--- config.mk ---
export PLATFORM = sky130hd
export DESIGN_NAME = seg_display_flat
export DESIGN_NICKNAME = d
export VERILOG_FILES = /design/src/rtl/seg_display_if.sv /design/src/rtl/seg_display.sv /design/src/flat_wrapper.sv
export SDC_FILE = /design/constraint.sdc
export NUM_CORES = 1
export LEC_CHECK = 0
export CAP_MARGIN = 20
export CORE_ASPECT_RATIO = 1.2
export CORE_MARGIN = 4
export CORE_UTILIZATION = 40
export DETAILED_ROUTE_END_ITERATION = 16
export MAX_ROUTING_LAYER = met4
export PLACE_DENSITY = 0.63
export SYNTH_ARGS = -nofsm -noshare
export SYNTH_HDL_FRONTEND = slang
export SYNTH_SLANG_ARGS = --single-unit
--- constraint.sdc ---
create_clock -name clk -period 2.87 [get_ports clk]
set_input_delay 0.861 -clock clk [delete_from_list [all_inputs] [get_ports clk]]
set_output_delay 0.861 -clock clk [all_outputs]
set_load 0.01 [all_outputs]
--- src/rtl/seg_display_if.sv ---
// seg_display_if: calculator result in, multiplexed 7-segment drive and busy out
interface seg_display_if;
  logic [27:0] value;
  logic        sign;
  logic [7:0]  an;
  logic [6:0]  seg;
  logic        busy;
  modport master(output value, sign, input an, seg, busy);
  modport slave(input value, sign, output an, seg, busy);
endinterface

--- src/rtl/seg_display.sv ---
// seg_display: serial double-dabble BCD conversion of a signed result, shown on an 8-digit scanned 7-segment display
module seg_display #(
  parameter int REFRESH_W = 16
) (
  input logic          clk,
  input logic          rst,
  seg_display_if.slave bus
);
  localparam logic [6:0] SEG_MINUS = 7'b0111111;
  localparam logic [6:0] SEG_E     = 7'b0000110;
  localparam logic [6:0] SEG_R     = 7'b0101111;
  localparam logic [6:0] SEG_BLANK = 7'b1111111;
  typedef enum logic {IDLE, CONV} state_t;
  state_t state, state_nx;
  logic [27:0] cap_val, shf;
  logic cap_sign, start, done;
  logic [31:0] work, work_adj, work_nx, bcd;
  logic [4:0] step;
  logic sign_r, ovf;
  logic [REFRESH_W-1:0] scan;
  logic [2:0] idx, msd;
  logic [3:0] dig;
  logic err, neg;
  logic [6:0] seg_nx;
  function automatic logic [6:0] enc(input logic [3:0] d);
    case (d)
      4'd0: enc = 7'b1000000;
      4'd1: enc = 7'b1111001;
      4'd2: enc = 7'b0100100;
      4'd3: enc = 7'b0110000;
      4'd4: enc = 7'b0011001;
      4'd5: enc = 7'b0010010;
      4'd6: enc = 7'b0000010;
      4'd7: enc = 7'b1111000;
      4'd8: enc = 7'b0000000;
      4'd9: enc = 7'b0010000;
      default: enc = SEG_BLANK;
    endcase
  endfunction
  assign start = state == IDLE && bus.value != cap_val;
  assign done = state == CONV && step == 5'd27;
  assign bus.busy = state == CONV;
  always_comb state_nx = start ? CONV : done ? IDLE : state;
  always_ff @(posedge clk or negedge rst)
    if (!rst) state <= IDLE;
    else state <= state_nx;
  for (genvar i = 0; i < 8; i++) begin : g_adj
    assign work_adj[4*i +: 4] = work[4*i +: 4] >= 4'd5 ? work[4*i +: 4] + 4'd3 : work[4*i +: 4];
  end
  assign work_nx = {work_adj[30:0], shf[27]};
  always_ff @(posedge clk or negedge rst)
    if (!rst) begin
      cap_val <= '0;
      cap_sign <= 1'b1;
      shf <= '0;
      work <= '0;
      step <= '0;
      bcd <= '0;
      sign_r <= 1'b1;
      ovf <= 1'b0;
    end else begin
      if (start) begin
        cap_val <= bus.value;
        cap_sign <= bus.sign;
        shf <= bus.value;
        work <= '0;
        step <= '0;
      end else if (state == CONV) begin
        shf <= {shf[26:0], 1'b0};
        work <= work_nx;
        step <= step + 5'd1;
      end
      if (done) begin
        bcd <= work_nx;
        sign_r <= cap_sign;
        ovf <= cap_val > 28'd99_999_999;
      end
    end
  always_ff @(posedge clk or negedge rst)
    if (!rst) begin
      scan <= '0;
      idx <= '0;
    end else begin
      scan <= scan + 1'b1;
      if (&scan) idx <= idx + 3'd1;
    end
  always_comb begin
    msd = '0;
    for (int k = 1; k < 8; k++) if (bcd[4*k +: 4] != 4'd0) msd = 3'(k);
  end
  assign dig = bcd[{idx, 2'b00} +: 4];
  assign neg = ~sign_r & (|bcd);
  assign err = ovf | (~sign_r & msd == 3'd7);
  // a minus at msd+1 can never wrap to digit 0: a negative 8-digit value is already an error
  always_comb
    seg_nx = err ? (idx == 3'd2 ? SEG_E : idx < 3'd2 ? SEG_R : SEG_BLANK)
           : idx <= msd ? enc(dig)
           : (neg && idx == msd + 3'd1) ? SEG_MINUS : SEG_BLANK;
  always_ff @(posedge clk or negedge rst)
    if (!rst) begin
      bus.an <= 8'hFF;
      bus.seg <= 7'h7F;
    end else begin
      bus.an <= ~(8'b1 << idx);
      bus.seg <= seg_nx;
    end
endmodule

--- src/flat_wrapper.sv ---
// flat-port wrapper written by rule: the top's interface ports become plain ports
module seg_display_flat 
#(
  parameter int REFRESH_W = 16
)
  (clk, rst, bus_value, bus_sign, bus_an, bus_seg, bus_busy);
  seg_display_if bus_i ();
  input logic clk;
  input logic rst;
  input wire logic [$bits(bus_i.value)-1:0] bus_value;
  input wire logic [$bits(bus_i.sign)-1:0] bus_sign;
  output wire logic [$bits(bus_i.an)-1:0] bus_an;
  output wire logic [$bits(bus_i.seg)-1:0] bus_seg;
  output wire logic [$bits(bus_i.busy)-1:0] bus_busy;
  assign bus_i.value = bus_value;
  assign bus_i.sign = bus_sign;
  assign bus_an = bus_i.an;
  assign bus_seg = bus_i.seg;
  assign bus_busy = bus_i.busy;
  seg_display #(.REFRESH_W(REFRESH_W)) u_core (.clk(clk), .rst(rst), .bus(bus_i));
endmodule
==> results.cfg <==
[critical_path]
worstPathMaxFanout = 4
cp_data_required_time_ns = 3.21
crit_type = reg2reg
cp-start-kind = flop
cp.arrival_ns = 3.00
worstSetupEndpointType = flop

[synth]
synthArstFlopShare_pct = 100
ys_types = 52
syn_area_mm2 = 0.00811
postSynthAreaPerCell_um2 = 11.9
syn-num-nets = 747
synth_edf_count = 0
ys_warn_count = 0
synth_ff_type = dfrtp_1
synth-seq-area-share_pct = 50.6
synthCells = 682
ys_ff_latch = 163

[placed_design]
dpl_worst_slack_ns = -0.141
place.detailed.hpwl_um = 12100
globalplace.congestion = 0.795
port_buffers = 46

[grt]
antenna_found_initial = 0
overflow = 0
grt_max_degree = 68
grt_pass1_wl_um = 29000
grt_usage_pct = 16.6
grt_pass1_vias = 6019

[pwr]
p_leak_nw = 4.23
irDropWorstVdd_v = 0.000475
p_per_area_mw_per_mm2 = 724

[drt]
dr_total_vias = 5578
viasPerCell = 5.44
drt_iter0_markers = 377
drt_wl_total_um = 17200
wire_per_inst_um = 16.8
ant_nets = 0
first_pass_iters = 5
drcViolationCount = 0

[timing]
max_slew_margin_pct = 55.0
holdWs_ns = 0.419
worst_pin_slew_ns = 0.675
slew_violations = 0
fmax_ghz = 0.376
setup_viol = 0
report.final.hold_viol_count = 0
rsz0062_at_grt = false
timing.final.ws_setup_ns = 0.213
fin_crit_sh_pct = 92.6
skew_ns = 0.00961
period_needed_ns = 2.66

[clock_network]
cts_root_buffer = clkbuf_16
insertion_delay_ns = 0.43
hold_buffers = 0
cts_tree = yes
cts_buffer_depth = 2
clk_pin_slew_ns = 0.07
h-tree-depth = 4
cts_made_buffers = 17
cts_sinks = 163

[min_path]
hp-class = in2async

[run_status]
status = completed

[floorplan]
core_mm2 = 0.0198
ios = 47
dieWidth_um = 138
initial_utilization_pct = 41.0
die_y_um = 164
die_area_mm2 = 0.0226
fp-row-count = 56

[cells_and_area]
antenna-diode-count = 0
multi_input_area_mm2 = 0.00377
drive_gt1_share_pct = 15.8
nNetsFinal = 816
fillCellCount = 1777
area_growth_pct = 19.2
seqCellArea_mm2 = 0.00410
final_cell_mix = dfrtp_1 (146), xnor2_1 (47), a21oi_1 (45), clkdlybuf4s50_1 (45), ha_1 (34)
final_common_cell = dfrtp_1

[flow_run]
cap_violations = 0
[metal layers]
metal  GRT usage [%]  wire [um]  vias to the layer above
li1                -          -                     2628
met1            19.8       7320                     2813
met2            28.1       8940                      110
met3            3.00        581                       27
met4            6.33        338                        0
met5               -          0                        -
[Yosys cell counts (all sizes together), types with 10 or more instances]
master    n  area, um2
ha       34        425
o21ai    20        100
a22o     19        166
a221o    27        270
nor4     10       62.6
clkbuf   13       48.8
nand2    22       82.6
xnor2    47        412
a21oi    47        239
and3     12       75.1
nor3b    18        151
dfstp    17        447
mux2     48        541
and2     28        175
nor2     23       86.3
buf      15       86.3
nand4    15       93.8
mux2i    15        174
dfrtp   146       3650
inv      31        116
[logic make-up after synthesis]
kind of cell	after synthesis	share of synthesized area, %
AOI/OAI and AO/OA	140	12.4
xor gates and xnor gates	53	5.73
adders and majority gates	34	5.25
buffers and inverters	59	3.10
DFF	163	50.6
muxes	71	11.2
and+or+nand+nor	162	11.8
[metrics by stage]
step	power (mW)	cells	cell area [um2]	util [%]	setup TNS (ns)
CTS	7.06	1024	9660	48.9	0
finish	6.99	1025	9660	48.9	0
global route	7.41	1025	9660	48.9	0
global placement	4.73	992	9090	46.0	-11.07
detailed placement	4.84	992	9090	46.0	-9.02
floorplan	4.24	682	8110	-	0
[critical path, cell delays in order, from the launching register on]
cell and delay [ns]:
dfrtp_1 0.41, or4_1 0.57, o21ai_1 0.15, a21boi_0 0.09, o21ai_1 0.23, ha_1 0.18
ha_1 0.23, xor2_1 0.14, nor4_1 0.18, o21ai_0 0.13, o21ai_0 0.15, o22ai_1 0.10
[registers in the layout, summed over array words and instances (netlist names)]
| signal | flops |
|---|---|
| u_core.bcd | 32 |
| u_core.bus.an | 8 |
| u_core.bus.busy | 1 |
| u_core.bus.seg | 7 |
| u_core.cap_sign | 1 |
| u_core.cap_val | 28 |
| u_core.idx | 3 |
| u_core.ovf | 1 |
| u_core.scan | 16 |
| u_core.shf | 28 |
| u_core.sign_r | 1 |
| u_core.step | 5 |
| u_core.work | 32 |
[area by class of cell]
| class | instances | area share, % |
|---|---|---|
| clock buffers | 18 | 4.54 |
| clock inverters | 14 | 1.35 |
| inverters | 31 | 1.20 |
| multi-input cells | 460 | 39.1 |
| flip-flops and latches | 163 | 42.4 |
| well taps | 261 | 3.38 |
| repair buffers | 78 | 8.04 |
[path summary, 6_finish.rpt]
kind	from	endpoint	slack (ns)	cells past startpoint
hold / removal	rst	u_core.cap_val[14]$_DFFE_PN0P_	0.42	1
setup reg to reg	u_core.bcd[8]$_DFFE_PN0P_	u_core.bus.seg[6]$_DFF_PN1_	0.21	11
setup / recovery	u_core.bcd[8]$_DFFE_PN0P_	u_core.bus.seg[6]$_DFF_PN1_	0.21	11
hold reg to reg	u_core.scan[0]$_DFF_PN0_	u_core.scan[0]$_DFF_PN0_	0.45	1
max in group asynchronous	rst	u_core.cap_sign$_DFFE_PN1P_	1.70	2
min in group clk	u_core.scan[0]$_DFF_PN0_	u_core.scan[0]$_DFF_PN0_	0.45	1
[report_power, final]
part / total, mW / switching (mW) / internal (mW)
clock: 2.19 / 0.961 / 1.23
sequential: 3.08 / 0.374 / 2.71
combinational: 1.73 / 0.835 / 0.893
[what timing repair did]
action,in CTS,in global routing
resized for setup,0,2
setup endpoints to repair,0,6
buffers inserted,0,1
Note: power is estimated with default switching activity, not from simulation.
